**config.mk**
```make
export PLATFORM = sky130hd
export DESIGN_NAME = load_store_unit
export DESIGN_NICKNAME = d
export VERILOG_FILES = /design/src/rtl/load_store_unit_pkg.sv /design/src/rtl/lsu_lane_align.sv /design/src/rtl/load_store_unit.sv
export SDC_FILE = /design/constraint.sdc
export NUM_CORES = 1
export LEC_CHECK = 0
export ABC_AREA = 1
export CAP_MARGIN = 20
export CORE_MARGIN = 1.5
export CORE_UTILIZATION = 41
export CTS_CLUSTER_SIZE = 20
export DETAILED_ROUTE_END_ITERATION = 10
export MAX_ROUTING_LAYER = met4
export PLACE_DENSITY = 0.68
export SETUP_SLACK_MARGIN = 0.1
export SYNTH_ARGS = -nofsm -noshare
export SYNTH_HDL_FRONTEND = slang
export SYNTH_HIERARCHICAL = 1
export SYNTH_SLANG_ARGS = --single-unit
```
**constraint.sdc**
```tcl
create_clock -name CLK -period 2.6 [get_ports CLK]
set_input_delay 0.26 -clock CLK [delete_from_list [all_inputs] [get_ports CLK]]
set_output_delay 0.26 -clock CLK [all_outputs]
set_load 0.1 [all_outputs]
```
**src/rtl/load_store_unit_pkg.sv**
```systemverilog
// Shared LSU definitions: funct3 codes, FSM state encoding, request decode helpers.
package load_store_unit_pkg;

  localparam logic [2:0] F3_B  = 3'd0;
  localparam logic [2:0] F3_H  = 3'd1;
  localparam logic [2:0] F3_W  = 3'd2;
  localparam logic [2:0] F3_BU = 3'd4;
  localparam logic [2:0] F3_HU = 3'd5;

  typedef enum logic [2:0] {
    S_IDLE,
    S_RD,
    S_RMW_RD,
    S_WR,
    S_RESP,
    S_ERR
  } lsu_state_t;

  function automatic logic [2:0] access_size(input logic [2:0] f3);
    case (f3[1:0])
      2'd0:    return 3'd1;
      2'd1:    return 3'd2;
      default: return 3'd4;
    endcase
  endfunction

  // Alignment, legal-opcode and range check for an incoming request.
  function automatic logic req_error(input logic        we,
                                     input logic [2:0]  f3,
                                     input logic [31:0] addr,
                                     input logic [31:0] limit);
    logic err;
    case (f3)
      F3_B:    err = 1'b0;
      F3_H:    err = addr[0];
      F3_W:    err = |addr[1:0];
      F3_BU:   err = we;
      F3_HU:   err = we | addr[0];
      default: err = 1'b1;
    endcase
    if (addr > limit - {29'd0, access_size(f3)}) err = 1'b1;
    return err;
  endfunction

endpackage

```
**src/rtl/lsu_lane_align.sv**
```systemverilog
// Lane logic for a word-only memory: load extract/extend and SB/SH merge.
// Latency: combinational.
// Backpressure: none.
module lsu_lane_align
  import load_store_unit_pkg::*;
(
  input  logic [31:0] old_word,
  input  logic [15:0] wdata,
  input  logic [2:0]  funct3,
  input  logic [1:0]  lane,
  output logic [31:0] load_data,
  output logic [31:0] merged
);

  logic [4:0]  sh;
  logic [7:0]  byte_v;
  logic [15:0] half_v;

  assign sh     = {lane, 3'b000};
  assign byte_v = 8'(old_word >> sh);
  assign half_v = lane[1] ? old_word[31:16] : old_word[15:0];

  always_comb begin
    load_data = '0;
    case (funct3)
      F3_B:    load_data = {{24{byte_v[7]}}, byte_v};
      F3_H:    load_data = {{16{half_v[15]}}, half_v};
      F3_W:    load_data = old_word;
      F3_BU:   load_data = {24'd0, byte_v};
      F3_HU:   load_data = {16'd0, half_v};
      default: load_data = '0;
    endcase
  end

  always_comb begin
    merged = old_word;
    case (funct3)
      F3_B:    merged = (old_word & ~(32'h0000_00FF << sh)) | ({24'd0, wdata[7:0]} << sh);
      F3_H:    merged = lane[1] ? {wdata, old_word[15:0]} : {old_word[31:16], wdata};
      default: merged = old_word;
    endcase
  end

endmodule

```
**src/rtl/load_store_unit.sv**
```systemverilog
// Load/store initiator for a word-only data memory; SB/SH done as read-modify-write.
// Latency accept->rsp_valid: load 2, SW 2, SB/SH 3, error 1.
// Backpressure: req_ready only in IDLE; one request in flight.
module load_store_unit
  import load_store_unit_pkg::*;
#(
  parameter int unsigned ADDR_LIMIT = 84
) (
  input  logic        CLK,
  input  logic        RST_n,
  input  logic        req_valid,
  output logic        req_ready,
  input  logic        req_we,
  input  logic [2:0]  req_funct3,
  input  logic [31:0] req_addr,
  input  logic [31:0] req_wdata,
  output logic        rsp_valid,
  output logic [31:0] rsp_rdata,
  output logic        rsp_err,
  output logic        mem_en,
  output logic        mem_rw,
  output logic [31:0] mem_addr,
  output logic [31:0] mem_din,
  input  logic [31:0] mem_dout
);

  localparam logic [31:0] LIMIT = 32'(ADDR_LIMIT);

  lsu_state_t  state, state_nxt;
  logic [2:0]  r_f3;
  logic [31:0] r_addr;
  logic [31:0] r_wdata;
  logic [31:0] wr_word;
  logic [31:0] load_data;
  logic [31:0] merged;
  logic        accept;
  logic        req_err;

  // Reset gates ready so nothing is accepted while the block is held in reset.
  assign req_ready = RST_n && (state == S_IDLE);
  assign accept    = req_valid && req_ready;
  assign req_err   = req_error(req_we, req_funct3, req_addr, LIMIT);
  assign rsp_valid = (state == S_RESP) || (state == S_ERR);
  assign rsp_err   = (state == S_ERR);

  lsu_lane_align u_lane (
    .old_word  (mem_dout),
    .wdata     (r_wdata[15:0]),
    .funct3    (r_f3),
    .lane      (r_addr[1:0]),
    .load_data (load_data),
    .merged    (merged)
  );

  always_ff @(posedge CLK or negedge RST_n) begin
    if (!RST_n) begin
      state     <= S_IDLE;
      r_f3      <= '0;
      r_addr    <= '0;
      r_wdata   <= '0;
      wr_word   <= '0;
      rsp_rdata <= '0;
    end else begin
      state <= state_nxt;
      case (state)
        S_IDLE: if (accept) begin
          r_f3    <= req_funct3;
          r_addr  <= req_addr;
          r_wdata <= req_wdata;
          if (req_err) rsp_rdata <= '0;
        end
        S_RD:     rsp_rdata <= load_data;
        S_RMW_RD: wr_word   <= merged;
        S_WR:     rsp_rdata <= '0;
        default: ;
      endcase
    end
  end

  // Memory strobes come from the state register only, never from req_* inputs.
  always_comb begin
    state_nxt = state;
    mem_en    = 1'b0;
    mem_rw    = 1'b0;
    mem_addr  = '0;
    mem_din   = '0;
    case (state)
      S_IDLE: begin
        if (accept) begin
          if (req_err)                  state_nxt = S_ERR;
          else if (!req_we)             state_nxt = S_RD;
          else if (req_funct3 == F3_W)  state_nxt = S_WR;
          else                          state_nxt = S_RMW_RD;
        end
      end
      S_RD: begin
        mem_en    = 1'b1;
        mem_addr  = {r_addr[31:2], 2'b00};
        state_nxt = S_RESP;
      end
      S_RMW_RD: begin
        mem_en    = 1'b1;
        mem_addr  = {r_addr[31:2], 2'b00};
        state_nxt = S_WR;
      end
      S_WR: begin
        mem_en    = 1'b1;
        mem_rw    = 1'b1;
        mem_addr  = {r_addr[31:2], 2'b00};
        mem_din   = (r_f3 == F3_W) ? r_wdata : wr_word;
        state_nxt = S_RESP;
      end
      S_RESP:  state_nxt = S_IDLE;
      S_ERR:   state_nxt = S_IDLE;
      default: state_nxt = S_IDLE;
    endcase
  end

endmodule

```
# Yosys cells after proc, flatten, opt, wreduce, memory -nomap -nowiden
# Cells that the tools add are included.
dict set report classes {
  n_addsub 1
  magnitude_cmp 1
  n_eq_ne 16
  n_shift 3
  muxes 20
  bitwise 4
  reduce_logical 13
}
# operator count
set op_table {}
lappend op_table {{two-way mux 32 bit} 6}
lappend op_table {{one-hot mux 32 bit (5 select lines)} 1}
lappend op_table {{one-hot mux 32 bit (3 select lines)} 1}
lappend op_table {{one-hot mux 32 bit (2 select lines)} 1}
lappend op_table {{AND 32 bit} 1}
lappend op_table {{> comparator 32 bit} 1}
lappend op_table {{NOT 32 bit} 1}
lappend op_table {{bitwise OR 32 bit} 1}
lappend op_table {{left shift 8 x 5 -> 32 bit} 1}
lappend op_table {{left shift 8 x 5 -> 32 bit (first input constant)} 1}
lappend op_table {{right shift 32 x 5 -> 8 bit} 1}
lappend op_table {{== test 3 bit (second input constant)} 6}
lappend op_table {{two-way mux 16 bit} 1}
lappend op_table {{== test 3 x 2 -> 1 bit (second input constant)} 4}
lappend op_table {{== test 3 x 1 -> 1 bit (second input constant)} 3}
lappend op_table {{logical NOT 3 bit} 3}
lappend op_table {{one-hot mux 3 bit (3 select lines)} 1}
lappend op_table {{subtractor 7 x 3 -> 8 bit (first input constant)} 1}
lappend op_table {{two-way mux 3 bit} 2}
lappend op_table {{one-hot mux 3 bit (2 select lines)} 1}
lappend op_table {{one-hot mux 1 bit (5 select lines)} 1}
lappend op_table {{two-way mux 1 bit} 4}
lappend op_table {{!= test 2 bit (second input constant)} 2}
lappend op_table {{OR reduction 2 bit} 2}
lappend op_table {{10 further kinds} 11}
dict set report totals {
  reg_bits 134
  input_bits 103
}

# Longest topological paths before layout
dict set report depth {
  ltp_word 8
  depth_mapped 16
  depth_no_buf 15
}

# Modules after synthesis
# The synthesis kept the hierarchy.
# module n_inst cells_per_inst area_each_um2 seq_area_each_um2
set by_module_without_submodules {}
lappend by_module_without_submodules {load_store_unit 1 763 6005.8 3353.2}
lappend by_module_without_submodules {lsu_lane_align 1 540 2408.6 0.0}

# Worst setup path before layout
# OpenSTA, ideal clock, no wires.
dict set report synth_path {
  path_type {register -> output}
  from {register state[2]}
  to {output mem_din[22]}
  t_arrival_ns 3.492
  t_required_ns 2.340
  slack_ns -1.152
  path_stages_with_launch 7
  n_path_buf 1
  cell_sequence {dfrtp_1 inv_1 nand2_1 nor2_1 clkbuf_1 o21ai_0 a21oi_1}
}
dict set report synth_between {
  elab_chain_cells 2
}
# item line_no
set synth_lines {}
lappend synth_lines {{start, declared} load_store_unit.sv:29} ;# lsu_state_t state, state_nxt;
lappend synth_lines {{start signal, assigned} load_store_unit.sv:64} ;# state <= state_nxt;
lappend synth_lines {{== test 3 x 2 -> 1 bit} load_store_unit.sv:87} ;# case (state)
lappend synth_lines {{two-way mux 32 bit} load_store_unit.sv:87}
lappend synth_lines {{end, declared} load_store_unit.sv:23} ;# output logic [31:0] mem_din,
# No other way between the ends.

# Worst setup path in the final report
dict set report layout_path {
  from {register r_f3[2]}
  to {output mem_din[30]}
}
dict set report layout_between {
  elab_chain_cells 3
}
# item line_no
set layout_lines {}
lappend layout_lines {{start, declared} load_store_unit.sv:30} ;# logic [2:0] r_f3;
lappend layout_lines {{start signal, assigned} load_store_unit.sv:67} ;# r_f3 <= req_funct3;
lappend layout_lines {{== test 3 x 2 -> 1 bit} load_store_unit.sv:110} ;# mem_din = (r_f3 == F3_W) ? r_wdata : wr_word;
lappend layout_lines {{two-way mux 32 bit} load_store_unit.sv:110}
lappend layout_lines {{two-way mux 32 bit} load_store_unit.sv:87}
# No other way between the ends.

==> reports/metrics.csv <==
stage,metric,value,unit
sta,worstMarginPinSlew,0.7124,ns
route,routedWlPerCell,16.17,um
power,intPower,6.652,mW
sta,skew,0.006789,ns
yosys,syn_inst,1303,
status,status,"complete, but fails checks",
route,drc_errors,0,
worst_setup_path,critPathRequiredTime,2.34,ns
yosys,synth_warnings,6,
cells_and_area,diodes,0,
yosys,synth_area,8414,um2
floorplanning,die-area,21390,um2
worst_setup_path,end_kind,output port,
global_routing,grt_antenna_before_repair,0,
cts,clock_path_buffers,2,
power,pwr-share-comb,58.4,%
cts,clkLatencyLatePin,0.43,ns
global_routing,overflow,0,
placement,hpwl,20540,um
placement,dp_cells,1722,
status,violations,hold timing,
worst_setup_path,cp_max_fo,46,
sta,grt_setup_unrepaired,yes,
route,vias,8947,
cts,tritoncts,done,
power,p_per_area,1179,nW/um2
global_routing,grt_max_degree,135,
floorplanning,io_pins,204,
cts,cts-root-buf,clkbuf_16,
power,finalPower,14.21,mW
sta,finalCriticalPeriod,2.443,ns
power,p_leak,5.924,nW
cells_and_area,postLayoutCellArea,12050,um2
sta,holdWs,-0.01315,ns
worst_setup_path,rr_worst_depth,8,
yosys,netlist.area_leader.share,39.85,%
cts,hold_buffers,0,
route,wl,28360,um
sta,slew_violations,0,
worst_setup_path,rr_endpoint,wr_word[25]$_DFFE_PN0N_,
cells_and_area,mostFrequentLayoutCells,"nand2_1 (475), inv_1 (152), nand3_1 (150)",
cts,cts_max_level,4,
power,switching_share,53.19,%
global_routing,grtUsageTotal,27.51,%
power,power_switching,7.559,mW
placement,portBuffers,201,
route,drtIter0Drc,849,
global_routing,grt_pass1_vias,8305,
worst_setup_path,r2r_start,r_addr[1]$_DFFE_PN0P_,
sta,final-setup-viol-count,0,
floorplanning,die_width,146.3,um
yosys,yosysUniqueCellTypes,26,
yosys,ys_seq_elements,134,
yosys,syn_area_per_cell,6.458,um2
route,vias_per_cell,5.101,
power,ir_drop,0.0007749,V
route,postRouteAntennaNets,0,
cts,clock_sinks,134,
worst_setup_path,regToRegSetupSlack,0.51,ns
global_routing,grt_pass1_wl,44940,um
yosys,yosysTopAreaCell,dfrtp_1,
hold_path,hold_class,in2async,
sta,relSlewSlack,52.51,%
worst_setup_path,startpoint_type,flip-flop,
sta,hold_viol_final,7,
power,p_clk_share,18.2,%
cells_and_area,area_growth,43.24,%
worst_setup_path,critical_path_class,reg2out,
worst_setup_path,crit_arrival,2.18,ns
cells_and_area,drive_gt1_share,15.70,%
run,cap_violations,0,
placement,place.gp.congestion,0.9797,
floorplanning,start_util,41.72,%
placement,postPlaceCellArea,11400,um2
cells_and_area,fin_nets,1578,
cts,clk_pin_slew,0.06,ns
floorplanning,die_y,146.3,um
floorplanning,rows,52,
cts,cts_buffers,17,
power,pwr-share-seq,23.4,%
cells_and_area,final_common_cell,nand2_1,
floorplanning,fp.coreArea,20170,um2
yosys,yosysSeqAreaShare,39.85,%
route,dr.pass1.iters,8,
sta,fin_crit_sh,93.97,%
cells_and_area,finalNonFillerCells,1754,
sta,max_freq,409.3,MHz
yosys,synth_area_leaders,"dfrtp_1 (40%), nand2_1 (21%), nand3_1 (8.9%)",
## Yosys cell counts (all sizes together)
cell and instances:
nand2 486, a21oi 38, or3b 1, conb 1
nand3 150, o21ai 145, nand4 2, dfrtp 134
buf 54, clkbuf 24, inv 160, nor3 3
and3 1, nor2 101, ha 3
## cell families after synthesis
| logic type | count (synthesis) | share of synthesized area, % |
|---|---|---|
| flops | 134 | 39.85 |
| compound gates | 183 | 10.93 |
| simple gates | 744 | 36.39 |
| fa+ha+maj | 3 | 0.4461 |
| other cells | 1 | 0.04457 |
| buf+inv | 238 | 12.34 |
## what timing repair did
item                       4_1_cts  5_1_grt
gates resized for setup          2        9
pin swaps                        0        1
buffers inserted                 0        1
setup endpoints to repair       23       31
## how the worst max path moves through the flow
stage / start / endpoint / slack (ns) / cells past startpoint
after global routing: state[2]$_DFFE_PN0P_ / mem_din[2] / 0.05 / 7
final: r_f3[2]$_DFFE_PN0P_ / mem_din[30] / 0.16 / 5
after detailed placement: req_funct3[1] / rsp_rdata[8]$_DFFE_PN0P_ / 0.05 / 17
after CTS: r_f3[2]$_DFFE_PN0P_ / mem_din[30] / 0.09 / 5
after floorplan: r_f3[0]$_DFFE_PN0P_ / mem_din[10] / -0.46 / 4
after global placement: req_funct3[0] / rsp_rdata[16]$_DFFE_PN0P_ / 0.12 / 17
## power groups by stage
stage	clock network (mW)	logic [mW]	registers, mW
after floorplan	0	5.07	4.28
after global placement	0	8.16	3.34
after detailed placement	0	8.21	3.35
after CTS	2.63	8.25	3.32
after global routing	2.74	8.92	3.42
final	2.59	8.29	3.33
## registers in the layout, indices dropped and copies added (netlist names)
name,cells
rsp_rdata,32
r_wdata,32
r_f3,3
wr_word,32
state,3
r_addr,32
## worst max-delay path: stages (launching register included)
cell and delay [ns]:
dfrtp_1 0.48, or3b_4 0.47, buf_12 0.19, o21ai_0 0.33
a21oi_4 0.06, buf_12 0.18
## cell type report
type | instances | area [um2]
Tap cell | 270 | 337.8
Sequential cell | 134 | 3354
Clock inverter | 14 | 198.9
Fill cell | 1882 | 8117
Timing Repair Buffer | 227 | 2728
Inverter | 160 | 608.1
Multi-Input combinational cell | 932 | 4400
Clock buffer | 17 | 425.4
## per-stage QoR
stage | TNS (ns) | utilization (%) | setup slack, ns | hold WS (ns)
4_1_cts | 0 | 59.65 | 0.08907 | 0.02693
2_1_floorplan | -9.516 | - | -0.4650 | -0.03559
6_report | 0 | 59.76 | 0.1567 | -0.01315
3_3_place_gp | 0 | 56.54 | 0.1202 | 0.4576
3_5_place_dp | 0 | 56.54 | 0.04520 | 0.4602
5_1_grt | 0 | 59.76 | 0.05175 | 0.04961
## metal layers
layer	GRT usage (%)	wire length [um]	part of all wire [%]	vias to the layer above
li1	-	-	-	4388
met5	-	0	0	-
met1	37.86	12480	44	4146
met2	41.42	13120	46	380
met4	7.172	521	1.8	0
met3	5.500	2235	7.9	33
Note: power is estimated with default switching activity, not from simulation.
